===== src/rtl/rf_wb_pkg.sv =====
// Shared types and defaults for the register-file write-back arbiter.
package rf_wb_pkg;

    localparam int DEF_DATA_W   = 32;
    localparam int DEF_ADDR_W   = 5;
    localparam int DEF_NUM_REGS = 32;

    // Register 0 is hard-wired; writes to it are swallowed.
    localparam logic [DEF_ADDR_W-1:0] REG_ZERO = '0;

    typedef struct packed {
        logic [DEF_ADDR_W-1:0] addr;
        logic [DEF_DATA_W-1:0] data;
    } wb_entry_t;

    typedef enum logic [1:0] {
        SRC_NONE = 2'd0,
        SRC_ALU  = 2'd1,
        SRC_LNG  = 2'd2
    } wb_src_e;

endpackage


===== src/rtl/rf_wb_fifo.sv =====
// Synchronous FIFO buffering long-latency write-back results.
module rf_wb_fifo
    import rf_wb_pkg::*;
#(
    parameter int  DEPTH   = 4,
    parameter type entry_t = wb_entry_t
) (
    input  logic                   clk,
    input  logic                   rst_n,
    input  logic                   push,
    input  entry_t                 push_entry,
    input  logic                   pop,
    output entry_t                 head,
    output logic                   full,
    output logic                   empty,
    output logic [$clog2(DEPTH):0] count
);

    localparam int PTR_W = $clog2(DEPTH);
    localparam int CNT_W = PTR_W + 1;

    entry_t           mem [DEPTH];
    logic [PTR_W-1:0] rd_ptr;
    logic [PTR_W-1:0] wr_ptr;
    logic             do_push;
    logic             do_pop;

    assign full    = (count == CNT_W'(DEPTH));
    assign empty   = (count == '0);
    // A full FIFO may still accept a push when the head leaves in the same cycle.
    assign do_push = push && (!full || pop);
    assign do_pop  = pop && !empty;
    assign head    = mem[rd_ptr];

    // Storage array: data only, no reset needed.
    always_ff @(posedge clk) begin
        if (do_push) begin
            mem[wr_ptr] <= push_entry;
        end
    end

    // Pointers and occupancy; depth is a power of two so pointers wrap naturally.
    always_ff @(posedge clk or negedge rst_n) begin
        if (!rst_n) begin
            rd_ptr <= '0;
            wr_ptr <= '0;
            count  <= '0;
        end else begin
            if (do_push) begin
                wr_ptr <= wr_ptr + 1'b1;
            end
            if (do_pop) begin
                rd_ptr <= rd_ptr + 1'b1;
            end
            case ({do_push, do_pop})
                2'b10:   count <= count + CNT_W'(1);
                2'b01:   count <= count - CNT_W'(1);
                default: count <= count;
            endcase
        end
    end

endmodule


===== src/rtl/rf_write_arbiter.sv =====
// Merges ALU and long-latency results onto the single RF write port and
// tracks pending long-latency destinations in a busy scoreboard.
module rf_write_arbiter
    import rf_wb_pkg::*;
#(
    parameter int DATA_W     = DEF_DATA_W,
    parameter int ADDR_W     = DEF_ADDR_W,
    parameter int NUM_REGS   = DEF_NUM_REGS,
    parameter int FIFO_DEPTH = 4
) (
    input  logic                        clk,
    input  logic                        rst_n,
    input  logic                        alu_valid,
    output logic                        alu_ready,
    input  logic [ADDR_W-1:0]           alu_addr,
    input  logic [DATA_W-1:0]           alu_data,
    input  logic                        lng_valid,
    output logic                        lng_ready,
    input  logic [ADDR_W-1:0]           lng_addr,
    input  logic [DATA_W-1:0]           lng_data,
    input  logic                        issue_valid,
    output logic                        issue_ready,
    input  logic [ADDR_W-1:0]           issue_addr,
    input  logic [ADDR_W-1:0]           rs_addr,
    input  logic [ADDR_W-1:0]           rt_addr,
    output logic                        rs_busy,
    output logic                        rt_busy,
    output logic                        RegWrite,
    output logic [ADDR_W-1:0]           Rd_Addr,
    output logic [DATA_W-1:0]           Rd_Data,
    output logic [$clog2(FIFO_DEPTH):0] fifo_count
);

    typedef struct packed {
        logic [ADDR_W-1:0] addr;
        logic [DATA_W-1:0] data;
    } entry_t;

    localparam logic [ADDR_W-1:0] ADDR_ZERO = ADDR_W'(REG_ZERO);

    entry_t              alu_entry;
    entry_t              lng_entry;
    entry_t              head;
    entry_t              sel_entry;
    wb_src_e             sel_src;
    wb_src_e             src_p1;
    logic                fifo_full;
    logic                fifo_empty;
    logic                fifo_push;
    logic                fifo_pop;
    logic                sel_write;
    logic [NUM_REGS-1:0] busy;
    logic [NUM_REGS-1:0] busy_nxt;

    assign alu_entry   = '{addr: alu_addr, data: alu_data};
    assign lng_entry   = '{addr: lng_addr, data: lng_data};

    // Ready signals depend only on state, never on the matching valid.
    assign alu_ready   = !fifo_full;
    assign lng_ready   = !fifo_full;
    assign issue_ready = !busy[issue_addr];
    assign rs_busy     = busy[rs_addr];
    assign rt_busy     = busy[rt_addr];

    assign fifo_push   = lng_valid && lng_ready;
    assign fifo_pop    = (sel_src == SRC_LNG);

    rf_wb_fifo #(
        .DEPTH   (FIFO_DEPTH),
        .entry_t (entry_t)
    ) u_fifo (
        .clk        (clk),
        .rst_n      (rst_n),
        .push       (fifo_push),
        .push_entry (lng_entry),
        .pop        (fifo_pop),
        .head       (head),
        .full       (fifo_full),
        .empty      (fifo_empty),
        .count      (fifo_count)
    );

    // Write-source priority: a full FIFO drains first so ALU traffic cannot starve it.
    always_comb begin
        sel_src   = SRC_NONE;
        sel_entry = head;
        if (fifo_full) begin
            sel_src = SRC_LNG;
        end else if (alu_valid) begin
            sel_src   = SRC_ALU;
            sel_entry = alu_entry;
        end else if (!fifo_empty) begin
            sel_src = SRC_LNG;
        end
    end

    // Register 0 writes are consumed but never reach the RF.
    assign sel_write = (sel_src != SRC_NONE) && (sel_entry.addr != ADDR_ZERO);

    // RF write port register; address/data hold when no write is issued.
    always_ff @(posedge clk or negedge rst_n) begin
        if (!rst_n) begin
            RegWrite <= 1'b0;
            Rd_Addr  <= '0;
            Rd_Data  <= '0;
            src_p1   <= SRC_NONE;
        end else begin
            RegWrite <= sel_write;
            src_p1   <= sel_write ? sel_src : SRC_NONE;
            if (sel_write) begin
                Rd_Addr <= sel_entry.addr;
                Rd_Data <= sel_entry.data;
            end
        end
    end

    // Scoreboard update: clear on the edge the RF captures a long-latency write, set on issue.
    always_comb begin
        busy_nxt = busy;
        if (RegWrite && (src_p1 == SRC_LNG)) begin
            busy_nxt[Rd_Addr] = 1'b0;
        end
        if (issue_valid && issue_ready && (issue_addr != ADDR_ZERO)) begin
            busy_nxt[issue_addr] = 1'b1;
        end
    end

    // Busy vector state.
    always_ff @(posedge clk or negedge rst_n) begin
        if (!rst_n) begin
            busy <= '0;
        end else begin
            busy <= busy_nxt;
        end
    end

endmodule


===== config.mk =====
export PLATFORM = sky130hd
export DESIGN_NAME = rf_write_arbiter
export DESIGN_NICKNAME = d
export VERILOG_FILES = /design/src/rtl/rf_wb_pkg.sv /design/src/rtl/rf_wb_fifo.sv /design/src/rtl/rf_write_arbiter.sv
export SDC_FILE = /design/constraint.sdc
export NUM_CORES = 1
export LEC_CHECK = 0
export BUFFER_PORTS_ARGS = -buffer_cell sky130_fd_sc_hd__buf_4
export CORE_MARGIN = 5
export CORE_UTILIZATION = 40
export CTS_CLUSTER_DIAMETER = 100
export DETAILED_ROUTE_END_ITERATION = 16
export PLACE_DENSITY = 0.6
export SLEW_MARGIN = 15
export SYNTH_ARGS = -nofsm -noshare
export SYNTH_HDL_FRONTEND = slang
export SYNTH_SLANG_ARGS = --single-unit

===== constraint.sdc =====
create_clock -name clk -period 4.6 [get_ports clk]
set_input_delay 0.46 -clock clk [delete_from_list [all_inputs] [get_ports clk]]
set_output_delay 0.46 -clock clk [all_outputs]
set_load 0.02 [all_outputs]

==> results of run 1 <==
final timing paths:
check / to / slack (ns) / cells past startpoint
max in group asynchronous: Rd_Data[19] / 3.17 / 3
setup reg to reg: Rd_Data[13] / 1.70 / 6
min in group asynchronous: busy[4] / 0.44 / 2
hold reg to reg: Rd_Data[29] / 0.49 / 1
hold / removal: u_fifo.mem[0][6] / 0.15 / 1
setup / recovery: Rd_Data[13] / 1.70 / 6
metal layers:
metal / track usage / part of all wire
met1: 0.2105 / 0.42
met2: 0.2543 / 0.48
met3: 0.04290 / 0.077
met4: 0.04340 / 0.020
met5: 0 / 0
layout make-up:
cell class	instances	area share
Clock buffer	31	0.05488
Clock inverter	14	0.01189
Inverter	9	0.002817
Multi-Input combinational cell	291	0.2699
Sequential cell	227	0.5357
Tap cell	324	0.03381
Timing Repair Buffer	145	0.09099
worst max-delay path, cell delays in order, from the launching register on:
cell and delay [ns]:
dfrtp_2 1.02, mux4_2 0.41, o21ai_0 0.11, nand4_1 0.20, o31ai_4 0.27, buf_4 0.37, mux2_1 0.37
state kept, by name, summed over array words and instances, names as in the netlist:
name,cells
RegWrite,1
u_fifo.count,3
u_fifo.mem,148
Rd_Addr,5
busy,32
u_fifo.rd_ptr,2
src_p1,2
u_fifo.wr_ptr,2
Rd_Data,32
cell usage after synthesis, types with 6 or more instances:
| cell | number | area (µm²) |
|---|---|---|
| nor2b_1 | 6 | 37.54 |
| nand3_1 | 8 | 40.04 |
| inv_1 | 7 | 26.28 |
| nand2_1 | 14 | 52.55 |
| clkbuf_1 | 19 | 71.32 |
| edfxtp_1 | 148 | 4444 |
| mux2_1 | 38 | 427.9 |
| o21ai_0 | 26 | 130.1 |
| mux4_2 | 65 | 1464 |
| mux2_2 | 36 | 405.4 |
| dfrtp_1 | 79 | 1977 |
| nand3b_1 | 6 | 45.04 |
| nor2_1 | 10 | 37.54 |
| o21ai_1 | 40 | 200.2 |
what timing repair did:
item	in CTS	in global routing
hold buffers	1	0
setup endpoints to repair	0	0
endpoints found under the hold margin	33	0
kinds of logic (layout without fill, tap and decap cells):
logic type	after synthesis	count (layout)	synth area share
buffers and inverters	40	199	0.01884
DFF	227	227	0.6534
muxes	141	141	0.2358
xor gates and xnor gates	6	6	0.005349
adders and majority gates	6	6	0.008403
AOI/OAI and AO/OA	70	70	0.03794
and+or+nand+nor	68	68	0.04024
report_power, final:
| group | internal (mW) | leakage [nW] | switching (mW) |
|---|---|---|---|
| logic | 1.30 | 1.73 | 1.22 |
| registers | 2.82 | 2.23 | 0.466 |
| clock network | 1.18 | 0.393 | 0.762 |
| total | 5.30 | 4.36 | 2.45 |
metrics by stage:
step / worst slack, ns / power (mW) / hold WS, ns / cells / util
after global routing: 1.491 / 8.190 / 0.1260 / 1041 / 0.4945
after floorplan: 1.931 / 4.950 / 0.1644 / 558 / -
after global placement: 1.708 / 5.796 / 0.4433 / 995 / 0.4611
final: 1.697 / 7.743 / 0.1502 / 1041 / 0.4945
after CTS: 1.656 / 7.848 / 0.1283 / 1041 / 0.4945
after detailed placement: 1.676 / 5.894 / 0.4502 / 995 / 0.4611
==> summary.txt, run 1 <==
Timing
  • Slew HR: 0.3151
  • Setup TNS: 0 ns
  • Max Slew Vio Count: 0
  • Period minus WS final: 2.903 ns
  • Final setup fails: 0
  • Fin. Hold Viols: 0
  • Max Fclk: 344.5 MHz
  • Worst Tran Pin Value: 1.027 ns
  • RSZ-0062 raised after global routing: false
  • Max Clock Skew: 0.01996 ns
  • Period utilization: 0.6310

Floorplan
  • Std cell rows: 57
  • Die Height: 166.7 µm
  • Starting density of the core: 0.4053
  • Core area: 0.02425 mm²
  • Ports: 140
  • DIE AREA: 0.02780 mm²
  • Chip width: 166.7 µm

Final layout
  • Ant diodes: 0
  • Commonest non-fill, non-tap cell in the layout: edfxtp_1
  • Fillers: 2080
  • Final instance area: 0.01199 mm²
  • Commonest cells after routing, fill and taps aside: edfxtp_1, buf_4, dfrtp_1
  • Multi-input logic area: 0.003237 mm²
  • Fin nets: 799
  • Layout cell share with drive strength beyond 1: 0.4128
  • Reg area: 0.006424 mm²
  • Area Overhead vs Synth: 22.03%

Pwr
  • VDD IR max: 374.1 µV
  • Static Leak: 4.356 nW
  • PD cells: 645.7 mW/mm²

Run status
  • Status: complete, no violations

Placed design
  • Dpl cell area: 0.01118 mm²
  • PortBufs: 139
  • Post-detail-place hpwl: 14720 µm
  • GPL Wtd Cong: 0.8379

Synth
  • Post-Synthesis Cell Area: 0.009827 mm²
  • Synth Flop Type: edfxtp_1
  • Async set-reset flop share out of synthesis: 0.3480
  • Instance count of the mapped netlist: 558
  • EDFF count, synth: 148
  • Synth unique cells: 41
  • Mapped Nets: 658
  • Register area share after synthesis: 0.6534
  • Yosys Warn Count: 0
  • Avg Cell Area, Syn: 17.61 µm²
  • Seq cells post-synth: 227

Detailed routing
  • Drt initial violations: 392
  • Via density: 5.330
  • Overall routed net length: 21870 µm
  • DRC errors left: 0
  • Final antenna-violating net count: 0
  • Via Count: 5549
  • Pre-Repair DR Iteration Count: 6
  • Routed WL per cell: 21.01 µm

Worst hold path
  • HP Class: input pin to flip-flop
  • Hold wc startpoint: lng_data[6]

GRT
  • Largest net degree at the start of global routing: 47
  • Vias in the first global route: 6056
  • Initial antenna violation count: 0
  • Global-route wire length before repair: 34560 µm
  • Aggregate global-route resource usage: 0.1568
  • Total gr overflow: 0

Clocking
  • Clock sink count: 227
  • Clk_lat worst skew: 0.51 ns
  • CTS tree: yes
  • Clock root cell: clkbuf_16
  • H-tree levels: 1
  • Post-CTS setup buffers: 0
  • Post-CTS sizing: 0
  • Clk buf depth: 3
  • Reg clk slew, reported paths: 0.06 ns
  • CTS buffer count: 25

Setup path
  • Worst r2r src: u_fifo.rd_ptr[1]
  • CP max FO: 38
  • CP startpoint: u_fifo.rd_ptr[1]
  • Critical Path RT: 4.98 ns
  • Element type at the critical path start: flip-flop
  • Kind of critical path: flip-flop to flip-flop
  • Setup crit end kind: flip-flop
  • Worst EP arrival: 3.28 ns

Flow run
  • Max Cap Viol: 0
Power figures use the tool's default switching activity.
==> run 2, diff against run 1 <==
--- a/config.mk
+++ b/config.mk
@@ -10,7 +10,7 @@
 export CORE_UTILIZATION = 40
 export CTS_CLUSTER_DIAMETER = 100
 export DETAILED_ROUTE_END_ITERATION = 16
-export PLACE_DENSITY = 0.6
+export PLACE_DENSITY = 0.62
 export SLEW_MARGIN = 15
 export SYNTH_ARGS = -nofsm -noshare
 export SYNTH_HDL_FRONTEND = slang
==> constraint.sdc (replaced) <==
create_clock -name clk -period 2.5 [get_ports clk]
set_input_delay 0.25 -clock clk [delete_from_list [all_inputs] [get_ports clk]]
set_output_delay 0.25 -clock clk [all_outputs]
set_load 0.02 [all_outputs]
==> run 2 against run 1 <==
The flow now finishes with violations (setup timing). Cell count is 5.8% higher. Final area is 6.2% higher. Clock skew fell by 0.0086 ns. Flip-flop and latch count stayed put. Worst hold slack worse by 0.076 ns. Routed wire length rose by 7.6%. Critical path depth shrank 2. First-iteration DRC count increased by 3.1%. Count of clock-buffer cells in the layout increased by 6. Power rose by 93%. Largest cell class unchanged. Largest power group unchanged. Highest routed layer unchanged.
==> summary.txt, run 2 (synthesis results as in run 1) <==
Run status
  • Status: finished with violations
  • Violated checks: setup timing

Pwr
  • Total Power: 14.94 mW
  • NetSw: 4.722 mW
  • Clock share of power: 0.236
  • Sw Ratio: 0.3162
  • VDD IR max: 671.0 µV
  • Gate power share: 0.370
  • Static Leak: 4.724 nW
  • PD cells: 1173 mW/mm²
  • Internal Power: 10.21 mW
  • Sequential power share: 0.394

Final layout
  • Commonest non-fill, non-tap cell in the layout: buf_4
  • Commonest cells after routing, fill and taps aside: buf_4, edfxtp_1, dfrtp_1
  • Layout cell share with drive strength beyond 1: 0.4381
  • Area Overhead vs Synth: 29.60%
  • Largest regs: u_fifo.mem: 148 flops, Rd_Data: 32 flops, busy: 32 flops
  • Fin nets: 858
  • Max reg flops: 148
  • Top reg by flops: u_fifo.mem

GRT
  • Global-route wire length before repair: 36080 µm
  • Total gr overflow: 0
  • Aggregate global-route resource usage: 0.1622
  • Vias in the first global route: 6468
  • Initial antenna violation count: 1
  • Largest net degree at the start of global routing: 59

Clocking
  • Clock root cell: clkbuf_16
  • Clk buf depth: 3
  • Clk_lat worst skew: 0.51 ns
  • H-tree levels: 1
  • CTS buffer count: 24
  • CTS tree: yes
  • Clock sink count: 227
  • Reg clk slew, reported paths: 0.06 ns

Timing
  • Max Slew Vio Count: 0
  • Period minus WS final: 2.567 ns
  • Slew HR: 0.2992
  • Final worst-path setup slack: -0.06706 ns
  • RSZ-0062 raised after global routing: true
  • Max Fclk: 389.6 MHz
  • Worst Tran Pin Value: 1.051 ns
  • Max Clock Skew: 0.01135 ns
  • Fin. Hold Viols: 0
  • Final setup fails: 2
  • Period utilization: 1.027

Setup path
  • R2R Setup Slk: 0.06 ns
  • Critical Path RT: 2.25 ns
  • CP max FO: 4
  • Element type at the critical path start: flip-flop
  • Setup crit end kind: output port
  • Kind of critical path: flip-flop to output port
  • CP startpoint: busy[15]
  • Worst EP arrival: 2.32 ns
  • Worst r2r src: u_fifo.rd_ptr[0]

Flow run
  • Max Cap Viol: 0

Detailed routing
  • Drt initial violations: 404
  • Final antenna-violating net count: 0
  • DRC errors left: 0
  • Via density: 5.331
  • Pre-Repair DR Iteration Count: 5
  • Overall routed net length: 23540 µm
  • Via Count: 5869
  • Routed WL per cell: 21.38 µm

Floorplan
  • DIE AREA: 0.02780 mm²
  • Std cell rows: 57
  • Die Height: 166.7 µm
  • Ports: 140
  • Core area: 0.02425 mm²
  • Starting density of the core: 0.4053
  • Chip width: 166.7 µm

Worst hold path
  • Hold wc startpoint: alu_data[17]
  • HP Class: input pin to flip-flop

Placed design
  • Post-detail-place hpwl: 15240 µm
  • PortBufs: 139
  • GPL Wtd Cong: 0.8462
  • Pre-CTS WS: 0.09907 ns
## run 2: cell count changes in the layout (fill, tap and decap cells not counted), sizes merged
cell         change
buf             +21
bufinv           -2
clkbuf           +8
clkinv           -6
diode            +1
dlygate4sd3     +37
inv              +1
## run 2: final timing paths
path / endpoint / cells after the start
max: rt_busy / 4
min: Rd_Data[17] / 3
max reg2reg: Rd_Data[11] / 7
min reg2reg: Rd_Data[17] / 1
max in group asynchronous: Rd_Data[18] / 3
min in group asynchronous: busy[1] / 2
## run 2: timing repair
action	in CTS	in global routing
endpoints found under the hold margin	204	0
resized for setup	5	33
setup endpoints to repair	3	40
cloned	0	3
pin swaps	1	6
setup buffers	1	8
hold buffers	38	0
## run 2: layout make-up
type	count	area (µm²)
well taps	324	405.4
clock inverters	7	65.06
fillers	1967	11510
flip-flops and latches	227	6424
repair buffers	205	1720
clock buffers	37	733.2
inverters	9	33.78
multi-input cells	291	3352
diodes	1	2.502
## run 2: critical path, cell delays in order (launching register included)
cell	delay [ns]
dfrtp_1	0.40
mux4_2	0.51
mux4_2	0.48
mux2_4	0.28
buf_6	0.13
## run 2: layer usage
metal,vias up,track usage,part of all wire
li1,2608,-,-
met1,3017,0.2066,0.40
met2,204,0.2828,0.52
met3,40,0.03579,0.063
met4,0,0.04305,0.017
met5,-,0,0
## run 2: power groups by stage
stage | registers, mW | logic, mW | clock network, mW
finish | 5.88 | 5.52 | 3.53
global route | 6.01 | 5.91 | 3.77
CTS | 5.88 | 5.10 | 3.61
detailed placement | 5.94 | 4.99 | 0
global placement | 5.86 | 4.88 | 0
floorplan | 6.06 | 3.05 | 0
## run 2: metrics by stage
step	area [µm²]	utilization	hold WS, ns	setup TNS, ns	std cells
after floorplan	9832	-	-0.04559	0	558
after global placement	11280	0.4650	0.3696	0	1006
after detailed placement	11280	0.4650	0.3912	0	1006
after CTS	12490	0.5150	0.05596	-0.1784	1089
after global routing	12740	0.5252	0.06614	-1.457	1101
final	12740	0.5252	0.07432	-0.1312	1101
==> run 3, diff against run 2 <==
--- a/config.mk
+++ b/config.mk
@@ -6,11 +6,12 @@
 export NUM_CORES = 1
 export LEC_CHECK = 0
 export BUFFER_PORTS_ARGS = -buffer_cell sky130_fd_sc_hd__buf_4
-export CORE_MARGIN = 5
-export CORE_UTILIZATION = 40
+export CORE_MARGIN = 10
+export CORE_UTILIZATION = 39
 export CTS_CLUSTER_DIAMETER = 100
+export CTS_CLUSTER_SIZE = 12
 export DETAILED_ROUTE_END_ITERATION = 16
-export PLACE_DENSITY = 0.62
+export PLACE_DENSITY = 0.61
 export SLEW_MARGIN = 15
 export SYNTH_ARGS = -nofsm -noshare
 export SYNTH_HDL_FRONTEND = slang
==> run 3 against run 2 <==
The run still ends with setup timing left. Sequential power is essentially flat. Via count grew 0.49%. Utilization shrank 2.7 points. Non-clock buffer count shrank 1. Final area shrank 2.4%. Count of clock-buffer cells in the layout grew 2. Setup slack gained 0.018 ns.
==> summary.txt, run 3 (synthesis results as in run 1) <==
Floorplan
  • Chip width: 178.7 µm
  • Die Height: 178.7 µm
  • DIE AREA: 0.03195 mm²
  • Core area: 0.02496 mm²
  • Ports: 140
  • Std cell rows: 58
  • Starting density of the core: 0.3936

Final layout
  • Final non-filler cell total: 1101
  • Area Overhead vs Synth: 26.50%
  • Largest regs: u_fifo.mem: 148 flops, Rd_Data: 32 flops, busy: 32 flops
  • Commonest non-fill, non-tap cell in the layout: buf_4
  • Commonest cells after routing, fill and taps aside: buf_4, edfxtp_1, dfrtp_1
  • Reg area: 0.006424 mm²
  • Fillers: 2159
  • Layout cell share with drive strength beyond 1: 0.3974
  • Fin nets: 855
  • Max reg flops: 148
  • Top reg by flops: u_fifo.mem
  • Multi-input logic area: 0.003262 mm²

Pwr
  • PD cells: 1128 mW/mm²
  • Total Power: 14.03 mW
  • VDD IR max: 608.0 µV
  • Static Leak: 4.550 nW

GRT
  • Vias in the first global route: 6464
  • GRT busiest layer: met2
  • Met1 Use GR: 0.1856
  • Global-route wire length before repair: 36320 µm
  • Aggregate global-route resource usage: 0.1449
  • Total gr overflow: 0
  • Initial antenna violation count: 1
  • GRT met2 Usage: 0.2415
  • Largest net degree at the start of global routing: 58
  • Met3 Use GR: 0.03749

Worst hold path
  • HP Class: input pin to flip-flop

Detailed routing
  • Via density: 5.357
  • DRC errors left: 0
  • Routed WL per cell: 21.12 µm
  • Pre-Repair DR Iteration Count: 5
  • Final antenna-violating net count: 0
  • Drt initial violations: 482
  • Via Count: 5898
  • Overall routed net length: 23260 µm

Clocking
  • Clock root cell: clkbuf_16
  • Clock sink count: 227
  • CTS tree: yes
  • H-tree levels: 1
  • Reg clk slew, reported paths: 0.06 ns
  • Clk buf depth: 3
  • CTS buffer count: 22
  • Clk_lat worst skew: 0.50 ns

Placed design
  • Cells after DPL: 1018
  • Post-detail-place hpwl: 15890 µm
  • PortBufs: 139
  • GPL Wtd Cong: 0.8213

Timing
  • Slew HR: 0.2975
  • Final worst-path setup slack: -0.04926 ns
  • Fin. Hold Viols: 0
  • Max Clock Skew: 0.01295 ns
  • Period minus WS final: 2.549 ns
  • Max Slew Vio Count: 0
  • Max Fclk: 392.3 MHz
  • Final setup fails: 2
  • Worst Tran Pin Value: 1.054 ns
  • RSZ-0062 raised after global routing: true
  • Period utilization: 1.020

Run status
  • Status: finished with violations
  • Violated checks: setup timing

Setup path
  • Worst EP arrival: 2.30 ns
  • Kind of critical path: flip-flop to output port
  • Critical Path RT: 2.25 ns
  • Setup crit end kind: output port
  • Element type at the critical path start: flip-flop
  • CP max FO: 4

Flow run
  • Max Cap Viol: 0
==> run 3: changes by cell type in the layout (fill, tap and decap cells not counted), sizes merged <==
cell,delta
clkinv,-4
clkbuf,+1
clkinvlp,-1
bufinv,-1
inv,-1
==> run 3: what timing repair did <==
action,4_1_cts,5_1_grt
pin swaps,1,1
hold buffers,38,0
endpoints found under the setup margin,3,38
resized for setup,4,4
hold endpoints to repair,203,0
buffers inserted,1,4
==> run 3: layer usage <==
metal | routed length, µm | up-vias
li1 | - | 2616
met1 | 9594 | 3011
met3 | 1937 | 29
met2 | 11370 | 242
met5 | 0 | -
met4 | 352 | 0
==> run 3: cell type report <==
class / instances / share of cell area
Timing Repair Buffer: 204 / 0.1336
Sequential cell: 227 / 0.5168
Antenna cell: 1 / 0.0002013
Inverter: 9 / 0.002718
Multi-Input combinational cell: 291 / 0.2624
Tap cell: 330 / 0.03322
Clock buffer: 39 / 0.05113
==> run 3: path summary, 6_finish.rpt <==
kind                                  start          end  slack (ns)  depth (start not counted)
min reg2reg                      Rd_Data[9]   Rd_Data[9]        0.49                          1
min in group asynchronous             rst_n      busy[9]        0.38                          2
min                             alu_data[8]   Rd_Data[8]        0.09                          3
max in group asynchronous             rst_n  Rd_Data[17]        1.40                          3
max                                busy[15]      rs_busy       -0.05                          4
max reg2reg                u_fifo.rd_ptr[0]  Rd_Data[30]        0.09                          6
==> run 3: worst max-delay path, cell delays in order, from the launching register on <==
cell,delay (ns)
dfrtp_1,0.41
mux4_2,0.50
mux4_2,0.48
mux2_4,0.28
buf_6,0.13
==> run 3: per-stage QoR <==
step	hold WS (ns)	setup WS, ns	area [µm²]	setup TNS [ns]	util
floorplan	-0.04559	0.02850	9832	0	-
global placement	0.3596	0.1214	11340	0	0.4543
detailed placement	0.3847	0.05665	11340	0	0.4543
CTS	0.06763	-0.06384	12390	-0.1257	0.4962
global route	0.08688	-0.1175	12430	-0.2354	0.4979
finish	0.09107	-0.04926	12430	-0.08947	0.4979
==> run 3: power breakdown <==
group / switching, mW / internal [mW]
Sequential: 0.700 / 5.19
Clock: 1.29 / 1.71
Combinational: 2.52 / 2.62
